File: src/rtl/pe_dmem_dma.sv
// pe_dmem_dma: block-transfer engine that masters the bus port of a PE data memory,
// moving a contiguous run of words between a valid/ready stream and the memory.
module pe_dmem_dma #(
  parameter int DATA_WIDTH    = 32,
  parameter int ADDR_WIDTH    = 12,
  parameter int RAM_ADDR_BITS = 10,
  parameter int LEN_WIDTH     = 11
) (
  input  logic                  iClk,
  input  logic                  iReset,
  input  logic                  iCmd_Valid,
  output logic                  oCmd_Ready,
  input  logic                  iCmd_Write,
  input  logic [ADDR_WIDTH-1:0] iCmd_Base_Address,
  input  logic [LEN_WIDTH-1:0]  iCmd_Length,
  output logic                  oBusy,
  output logic                  oDone,
  input  logic                  iIn_Valid,
  output logic                  oIn_Ready,
  input  logic [DATA_WIDTH-1:0] iIn_Data,
  output logic                  oOut_Valid,
  input  logic                  iOut_Ready,
  output logic [DATA_WIDTH-1:0] oOut_Data,
  output logic                  oBus_Valid,
  output logic [ADDR_WIDTH-1:0] oBus_Address,
  output logic [DATA_WIDTH-1:0] oBus_Write_Data,
  output logic                  oBus_Write_Enable,
  input  logic [DATA_WIDTH-1:0] iBus_Read_Data
);

  typedef enum logic [2:0] {IDLE, WRITE, READ, DRAIN, DONE} state_t;

  state_t                  state;
  logic [RAM_ADDR_BITS-1:0] wordIdx;
  logic [LEN_WIDTH-1:0]     remaining;
  logic                     wrValid;
  logic [ADDR_WIDTH-1:0]    wrAddr;
  logic [DATA_WIDTH-1:0]    wrData;
  logic                     inflight;
  logic [DATA_WIDTH-1:0]    fifoMem [2];
  logic                     wrPtr;
  logic                     rdPtr;
  logic [1:0]               fifoCount;
  logic                     cmdFire;
  logic                     inFire;
  logic                     pop;
  logic                     readIssue;
  logic [2:0]               occupancy;
  logic [ADDR_WIDTH-1:0]    idxAddr;
  logic                     unusedAddrBits;

  assign cmdFire = iCmd_Valid && (state == IDLE);
  assign inFire  = iIn_Valid && oIn_Ready;
  assign pop     = oOut_Valid && iOut_Ready;

  // Word count the FIFO will hold after this cycle; a new read is only safe while
  // that leaves room for the word it returns one cycle later.
  assign occupancy = {1'b0, fifoCount} + {2'b00, inflight} - {2'b00, pop};

  // Reads go onto the bus in the same cycle they are decided, so the first one lands
  // right after the command and back-to-back reads sustain one word per cycle.
  assign readIssue = (state == READ) && (remaining != '0) && (occupancy <= 3'd1) && !iReset;

  assign unusedAddrBits = ^iCmd_Base_Address;

  // Byte address of the current word: index in the middle, zero byte offset, zero above.
  always_comb begin
    idxAddr = '0;
    idxAddr[RAM_ADDR_BITS+1:2] = wordIdx;
  end

  assign oCmd_Ready        = (state == IDLE);
  assign oBusy             = (state != IDLE);
  assign oDone             = (state == DONE);
  assign oIn_Ready         = (state == WRITE) && (remaining != '0);
  assign oOut_Valid        = (fifoCount != 2'd0);
  assign oOut_Data         = fifoMem[rdPtr];
  assign oBus_Valid        = wrValid || readIssue;
  assign oBus_Address      = readIssue ? idxAddr : wrAddr;
  assign oBus_Write_Data   = wrData;
  assign oBus_Write_Enable = wrValid;

  // Transfer sequencing: command latch, write registration, read issue and completion.
  always_ff @(posedge iClk) begin
    if (iReset) begin
      state     <= IDLE;
      wordIdx   <= '0;
      remaining <= '0;
      wrValid   <= 1'b0;
      wrAddr    <= '0;
      wrData    <= '0;
    end else begin
      wrValid <= 1'b0;
      unique case (state)
        IDLE: begin
          if (cmdFire) begin
            wordIdx   <= iCmd_Base_Address[RAM_ADDR_BITS+1:2];
            remaining <= iCmd_Length;
            if (iCmd_Length == '0) state <= DONE;
            else if (iCmd_Write)   state <= WRITE;
            else                   state <= READ;
          end
        end
        WRITE: begin
          if (inFire) begin
            wrValid   <= 1'b1;
            wrAddr    <= idxAddr;
            wrData    <= iIn_Data;
            wordIdx   <= wordIdx + RAM_ADDR_BITS'(1);
            remaining <= remaining - LEN_WIDTH'(1);
          end else if (remaining == '0) begin
            state <= DONE;
          end
        end
        READ: begin
          if (readIssue) begin
            wordIdx   <= wordIdx + RAM_ADDR_BITS'(1);
            remaining <= remaining - LEN_WIDTH'(1);
            if (remaining == LEN_WIDTH'(1)) state <= DRAIN;
          end else if (remaining == '0) begin
            state <= DRAIN;
          end
        end
        DRAIN: begin
          if (occupancy == 3'd0) state <= DONE;
        end
        DONE: state <= IDLE;
        default: state <= IDLE;
      endcase
    end
  end

  // Two-entry read-return FIFO, filled the cycle after each bus read.
  always_ff @(posedge iClk) begin
    if (iReset) begin
      inflight   <= 1'b0;
      wrPtr      <= 1'b0;
      rdPtr      <= 1'b0;
      fifoCount  <= 2'd0;
      fifoMem[0] <= '0;
      fifoMem[1] <= '0;
    end else begin
      inflight <= readIssue;
      if (inflight) begin
        fifoMem[wrPtr] <= iBus_Read_Data;
        wrPtr          <= ~wrPtr;
      end
      if (pop) rdPtr <= ~rdPtr;
      fifoCount <= occupancy[1:0];
    end
  end

endmodule

File: config.mk
export PLATFORM = sky130hd
export DESIGN_NAME = pe_dmem_dma
export DESIGN_NICKNAME = d
export VERILOG_FILES = /design/src/rtl/pe_dmem_dma.sv
export SDC_FILE = /design/constraint.sdc
export NUM_CORES = 1
export LEC_CHECK = 0
export CORE_UTILIZATION = 48
export DETAILED_ROUTE_END_ITERATION = 7
export PLACE_DENSITY = 0.9
export SYNTH_ARGS = -nofsm -noshare
export SYNTH_HDL_FRONTEND = slang
export SYNTH_SLANG_ARGS = --single-unit
File: constraint.sdc
create_clock -name iClk -period 3.85 [get_ports iClk]
set_input_delay 0.77 -clock iClk [delete_from_list [all_inputs] [get_ports iClk]]
set_output_delay 0.77 -clock iClk [all_outputs]
set_load 0.005 [all_outputs]
After elaboration in Yosys (flattened, before gate mapping) --
Memories as Yosys holds them, arrays and structs flattened. A register that Yosys moved wholly into a read port is not among the register bits. Index checks and enable logic that the tools add are counted.
Word-level totals: register bits 72, bits in writable memories 64, input bits 93, output and inout bits 83, word-level logic and storage cells 84, memories 1
Memory list:
- fifoMem | words 2, width 32, read ports 1, clocked after memory_dff 1, wr ports 2, line 40 | logic [DATA_WIDTH-1:0] fifoMem [2];
Operators by class: add/subtract/negate cells 4, $lt $le $gt $ge 1, eq/ne operators 13, muxes and demuxes 30, bitwise logic cells 3, reductions and logical operators 22
Operators with widths (count):
- $mux W11 | 3
- $pmux W11 S3 | 1
- $mux W32 | 1
- $reduce_or A32 Y1 | 1
- $mux W10 | 3
- $pmux W10 S3 | 1
- $mux W3 | 8
- $logic_not A11 Y1 | 2
- $mux W12 | 1
- $pmux W3 S4 | 1
- $eq A11 B1 Y1 const B | 1
- $reduce_bool A11 Y1 | 1
- $sub A11 B1 Y11 const B | 1
- $add A10 B1 Y10 const B | 1
- $mux W1 | 10
- $ne A2 B2 Y1 const B | 4
- $logic_and A1 B1 Y1 | 7
- $eq A3 B2 Y1 const B | 2
- $logic_not A3 Y1 | 2
- $ne A3 B2 Y1 const B | 2
- $reduce_and A6 Y1 | 1
- $reduce_bool A3 Y1 | 2
- $ne A2 B1 Y1 const B | 2
- $reduce_and A4 Y1 | 1
- other kinds (12) | 14

Logic depth before layout (Yosys ltp) --
Gate-level depths: netlist of the first run.
depth in word-level cells 8, gate-level depth with buffers 15, gate-level depth less buffers 13

Worst setup path before layout of the first run --
Ideal clock, no wire load.
path type in2out, from input port iOut_Ready, to output port oBus_Address[10], arrival 2.919 ns, data required time 3.080 ns, path slack 0.161 ns, stages on the path 11, buffers on the path 2, cell sequence and2_1 ha_1 inv_1 ha_1 fa_1 nor2_1 nand4_1 nor2b_1 buf_2 buf_2 mux2_2
Between the ends: longest elaborated chain between the ends 6
Ends and longest elaborated chain:
- start: declaration | line 22 | input logic iOut_Ready,
- $logic_and A1 B1 Y1 | line 54 | assign pop = oOut_Valid && iOut_Ready;
- $sub A3 B1 Y3 | line 58 | assign occupancy = {1'b0, fifoCount} + {2'b00, inflight} - {2'b00, pop};
- named net occupancy[1] | line 48 | logic [2:0] occupancy;
- $le A3 B1 Y1 | line 62 | assign readIssue = (state == READ) && (remaining != '0) && (occupancy <= 3'd1) && !iReset;
- $logic_and A1 B1 Y1 (2 in series) | line 62
- $mux W12 | line 79 | assign oBus_Address = readIssue ? idxAddr : wrAddr;
- end: declaration | line 25 | output logic [ADDR_WIDTH-1:0] oBus_Address,
The timed path passes the listed nets, and every way through them passes these cells.

Worst setup path after layout of the first run --
from input port iOut_Ready, to output port oBus_Address[6]
Between the ends: longest elaborated chain between the ends 6
Ends and longest elaborated chain:
- $logic_and A1 B1 Y1 | line 54
- named net pop | line 46 | logic pop;
- $sub A3 B1 Y3 | line 58
- named net occupancy[1] | line 48
- $le A3 B1 Y1 | line 62
- $logic_and A1 B1 Y1 (2 in series) | line 62
- $mux W12 | line 79
The timed path passes the listed nets, and every way through them passes these cells.

==> results of run 1 <==
final timing paths:
check                 startpoint             endpoint  slack [ns]  depth (start not counted)
max reg2reg         fifoCount[1]           wordIdx[6]        0.62                         18
min reg2reg  oBus_Write_Data[13]  oBus_Write_Data[13]        0.45                          2
min          oBus_Write_Data[13]  oBus_Write_Data[13]        0.45                          2
max                   iOut_Ready      oBus_Address[6]       -0.02                         13
area by class of cell:
type	instances	area (um2)
fillers	908	3690
inverters	11	41.3
clock buffers	17	425
multi-input cells	434	2690
repair buffers	208	2040
well taps	172	215
flip-flops and latches	137	3380
clock inverters	14	126
report_power, final:
part           internal, mW  switching, mW  leakage [nW]
Sequential             1.79          0.212          1.26
Clock                 0.886          0.627         0.260
Combinational          1.25           1.11          1.79
worst max-delay path, cell delays in order:
cell,delay [ns]
buf_6,0.09
and2_4,0.16
ha_4,0.25
inv_2,0.04
ha_4,0.14
fa_2,0.42
nor2_2,0.11
nand4_1,0.17
nor2b_2,0.24
buf_6,0.18
buf_6,0.10
mux2_4,0.29
buf_6,0.12
flip-flops by register name (all words and copies together) (netlist names), named ones only:
signal	cells
oBus_Write_Data	32
remaining	11
fifoMem	64
wordIdx	10
rdPtr	1
wrPtr	1
wrAddr	10
oBus_Write_Enable	1
fifoCount	2
inflight	1
state	3
stage by stage:
| step | util [%] | setup WS [ns] | hold slack (ns) | power (mW) |
|---|---|---|---|---|
| floorplan | - | 0.161 | 0.434 | 3.26 |
| global placement | 64.3 | -0.589 | 0.441 | 4.09 |
| detailed placement | 64.3 | -0.647 | 0.446 | 4.14 |
| CTS | 70.1 | -0.0268 | 0.454 | 5.82 |
| global route | 70.7 | -0.131 | 0.469 | 6.22 |
| finish | 70.7 | -0.0209 | 0.451 | 5.88 |
metal layers:
| layer | vias to the layer above | wire (um) | GRT usage (%) |
|---|---|---|---|
| met2 | 181 | 7710 | 40.8 |
| met1 | 2461 | 6220 | 28.4 |
| met5 | - | 0 | 0 |
| met3 | 22 | 1270 | 7.11 |
| met4 | 0 | 285 | 9.06 |
| li1 | 2517 | - | - |
Yosys cell counts, types with 2 or more instances:
cell type	instances
nand3_1	8
nor3b_2	2
nand2b_1	6
nor2b_1	4
and2_1	66
clkbuf_1	29
buf_1	5
nor3_1	12
nor3b_1	3
a31oi_1	4
or2_2	3
a211oi_1	2
a211oi_2	2
o21ai_0	8
inv_1	11
a22o_1	3
mux2_2	42
buf_4	4
dfxtp_1	73
ha_1	5
xnor2_1	2
or3_1	4
nor2_1	27
nor4_1	5
o21ai_1	10
edfxtp_1	64
buf_6	2
nand2_1	118
o32ai_1	4
buf_2	3
a21oi_1	73
cells by family after synthesis:
kind of cell / Yosys count / share of synthesized area (%)
multiplexers: 43 / 7.78
buffers and inverters: 54 / 3.81
AND/OR/NAND/NOR: 264 / 21.0
AO/OA/AOI/OAI: 116 / 11.1
XOR/XNOR: 3 / 0.423
flip-flops: 137 / 54.5
adder cells (fa/ha/maj): 6 / 1.33
other: 1 / 0.0604
repair_timing:
item	4_1_cts	5_1_grt
setup buffers	13	4
endpoints found under the hold margin	0	0
endpoints found under the setup margin	11	11
gates resized for setup	80	10
gates cloned	1	0
pin swaps	5	4
hold buffers	0	0
==> results.cfg, run 1 <==
[cells_and_area]
final_nets = 908
final_common_cell = clkdlybuf4s50_1
n_antenna_cell = 0
final_layout_size_suffix_gt1_share_pct = 18.1
layout_common_cells = 158 x clkdlybuf4s50_1, 117 x nand2_1, 72 x a21oi_1, 72 x dfxtp_1, 65 x and2_1
instances_no_fill = 993
syn_to_final_growth_pct = 43.8
finish.instance_area_mm2 = 0.00893

[timing]
setup_violations = 4
maxSlewViolCount = 0
fin_worst_skew_ns = 0.00580
maxSlewHeadroom_pct = 43.5
setup_ws_ns = -0.0209
timing.fmax_ghz = 0.258
worst_pin_slew_ns = 0.848
fin_setup_tns_ns = -0.0751
grt_setup_unrepaired = yes
min_period_over_period_pct = 101
period_minus_slack_ns = 3.87
final-hold-violation-count = 0

[power]
p_per_area_mw_per_mm2 = 658
ir_worst_vdd_mv = 0.380
p_leak_nw = 3.31

[clocking]
cts_tree = yes
clk_latency_ns = 0.41
path_clk_slew_ns = 0.06
numCtsBuffers = 17
cts_max_level = 4
clock_path_buffers = 2
cts_root_buf = clkbuf_16
clock-sinks = 137

[global_route]
grt_antenna_before_repair = 0
grt_pass1_vias = 5032
grtUsageTotal_pct = 23.9
overflow = 0
grt_start_max_net_pins = 82
grt_pass1_wl_um = 24300

[logic_synthesis]
synthArstFlopShare_pct = 0
synthTopCellsByArea = edfxtp_1 31%, dfxtp_1 24%, mux2_2 7.6%
ys_seq_area_share_pct = 54.5
syn-cell-area_mm2 = 0.00621
yosys.cell_types.count = 51
synth-seq-cells = 137
synth_top_cell_by_area = edfxtp_1
synth_edf_count = 64
yosys_warnings = 0
synth_cells = 624
synth_top_area_share_pct = 31.0
syn_avg_cell_area_um2 = 9.95
synth_ff_type = dfxtp_1

[floorplan]
pin_count = 176
die_h_um = 116
core_mm2 = 0.0126
dieArea_mm2 = 0.0134
start_util_pct = 49.2
rows = 41
die_w_um = 116

[detailed_routing]
routed_wirelength_um = 15500
via_count = 5181
routedWlPerCell_um = 15.6
viasPerCell = 5.22
ant_nets = 0
drt-pass1-iter-count = 5
drcViolationCount = 0
drt_iter0_markers = 376

[setup_path]
cp-start-kind = primary input
crit_type = primary input to output pin
crit_fanout = 6
end_kind = output pin
cp_data_arrival_time_ns = 3.10
critPathRequiredTime_ns = 3.08

[place]
io_buffers = 171
hpwl_um = 9990
routabilityCongestion = 0.796
place_area_mm2 = 0.00812
dpl.cell_count = 944

[run]
drv_cap = 0

[min_path]
min_path_type = flip-flop to flip-flop

[outcome]
status = finished with violations
violations = setup timing
(Power assumes the default switching activity.)
==> run 2, diff against run 1 <==
- CAP_MARGIN: not set -> 10
==> results of run 2 <==
The final DEF is identical to that of run 1; final timing and power are the same.
==> run 3, diff against run 2 <==
- CORE_UTILIZATION: 48 -> 66
- DONT_BUFFER_PORTS: not set -> 1
- PLACE_DENSITY: 0.9 -> 0.92
- clock period: 3.85 -> 4.7 ns (I/O delays scaled with it)
==> run 3 against run 2 <==
Effect of this change:
- the run now ends clean
- non-clock buffer count decreased by 201
- combinational power decreased by 47%
- clock skew increased by 0.0037 ns
- cell count decreased by 26%
- design area decreased by 24%
- global-route usage increased by 3.5 points
- largest power group is now registers
==> results.cfg, run 3 (synthesis gave the netlist of run 1 again) <==
[timing]
setup_violations = 0
period_minus_slack_ns = 4.19
maxSlewViolCount = 0
min_period_over_period_pct = 89.2
worst_pin_slew_ns = 0.894
fin_hold_ws_ns = 0.456
timing.fmax_ghz = 0.238
maxSlewHeadroom_pct = 40.3
grt_setup_unrepaired = no
final-hold-violation-count = 0
fin_setup_tns_ns = 0
fin_worst_skew_ns = 0.00953

[setup_path]
cp-start-kind = flip-flop
crit_fanout = 14
crit_type = flip-flop to output pin
critPathRequiredTime_ns = 3.76
end_kind = output pin
crit_path_top_delay_cell = fa_1
crit_chain = inv_1 > nand2_1 > and2_1 > ha_1 > inv_1 > ha_1 > fa_1 > nor2_1 > nand4_1 > nor2b_1 > buf_4 > mux2_2
slowest_delay_ns = 0.49
cp_data_arrival_time_ns = 3.25

[clocking]
path_clk_slew_ns = 0.07
clk_latency_ns = 0.50
cts_tree = yes
post-cts-setup-buffers = 0
clock-sinks = 137
cts_resized = 0
cts_max_level = 4
clock_path_buffers = 2
numCtsBuffers = 17
cts_hold_buffers = 0
cts_root_buf = clkbuf_8

[global_route]
busiest_layer = met2
use_met1_pct = 30.6
overflow = 0
grt.met2_usage_pct = 48.0
grtUsageTotal_pct = 27.4
grt_antenna_before_repair = 0
use_met3_pct = 9.72
grt_start_max_net_pins = 83
grt_pass1_wl_um = 20600
grt_pass1_vias = 4163

[cells_and_area]
regArea_mm2 = 0.00338
top_register = fifoMem
layout_common_cells = 118 x nand2_1, 73 x dfxtp_1, 72 x a21oi_1, 66 x and2_1, 64 x edfxtp_1
final_nets = 707
syn_to_final_growth_pct = 9.11
final_layout_size_suffix_gt1_share_pct = 15.5
final_common_cell = nand2_1
largest_reg_flops = 64
fin_util_pct = 74.0
n_antenna_cell = 0
multi_input_area_mm2 = 0.00261
fillers = 622

[floorplan]
rows = 35
pin_count = 176
die_w_um = 99.0
start_util_pct = 67.8
core_mm2 = 0.00915
die_h_um = 99.0
dieArea_mm2 = 0.00980

[power]
ir_worst_vdd_mv = 0.327
p_leak_nw = 2.47
p_per_area_mw_per_mm2 = 609
total_power_mw = 4.12

[place]
io_buffers = 0
routabilityCongestion = 0.822
hpwl_um = 8640

[detailed_routing]
routedWlPerCell_um = 18.4
ant_nets = 0
viasPerCell = 6.15
drt-pass1-iter-count = 7
drt_iter0_markers = 287
via_count = 4500
drcViolationCount = 0
routed_wirelength_um = 13400

[min_path]
min_path_type = flip-flop to flip-flop

[run]
drv_cap = 0

[outcome]
status = finished, final reports clean
-- run 3: cell types whose count changed in the layout (fill, tap and decap cells not counted), moves of 3 or more --
cell / change
mux2_4: -10
inv_1: +3
buf_6: -18
inv_8: +5
clkdlybuf4s50_1: -158
inv_2: -3
buf_4: -21
mux2_2: +10
-- run 3: critical path, delay by kind of cell (launching register included) --
| family | cells | cell delay (ns) |
|---|---|---|
| adders and majority gates | 3 | 0.94 |
| buffers and inverters | 3 | 0.37 |
| DFF | 1 | 0.32 |
| muxes | 1 | 0.39 |
| and+or+nand+nor | 5 | 0.72 |
-- run 3: area by class of cell --
cell class | count | share of cell area, %
multi-input combinational | 434 | 38.5
inverter | 11 | 0.610
timing repair buffer | 7 | 0.776
clock buffer | 17 | 6.12
tap | 111 | 2.05
clock inverter | 15 | 1.96
sequential | 137 | 50.0
-- run 3: power by group --
part           leakage, nW  internal [mW]  switching (mW)
combinational        0.949          0.490           0.747
clock                0.267          0.672           0.556
sequential            1.26           1.47           0.193
total                 2.47           2.63            1.50
-- run 3: path summary, 6_finish.rpt --
kind | start | end | slack [ns] | depth (start not counted)
setup / recovery | fifoCount[1] | oBus_Address[10] | 0.51 | 12
setup reg to reg | fifoCount[1] | wordIdx[5] | 1.09 | 14
hold / removal | wrAddr[3] | wrAddr[3] | 0.46 | 2
hold reg to reg | wrAddr[3] | wrAddr[3] | 0.46 | 2
-- run 3: stage by stage --
stage          area [um2]  setup slack, ns  instances
6_report             6770            0.507        732
5_1_grt              6770            0.247        732
4_1_cts              6770            0.458        732
3_5_place_dp         6220            0.655        700
3_3_place_gp         6220            0.673        700
2_1_floorplan        6210            0.671        625
-- run 3: layer usage --
layer / share of wire (%) / vias up
li1: - / 2116
met1: 37 / 2153
met3: 9.5 / 21
met4: 1.6 / 0
met5: 0 / -
met2: 51 / 210
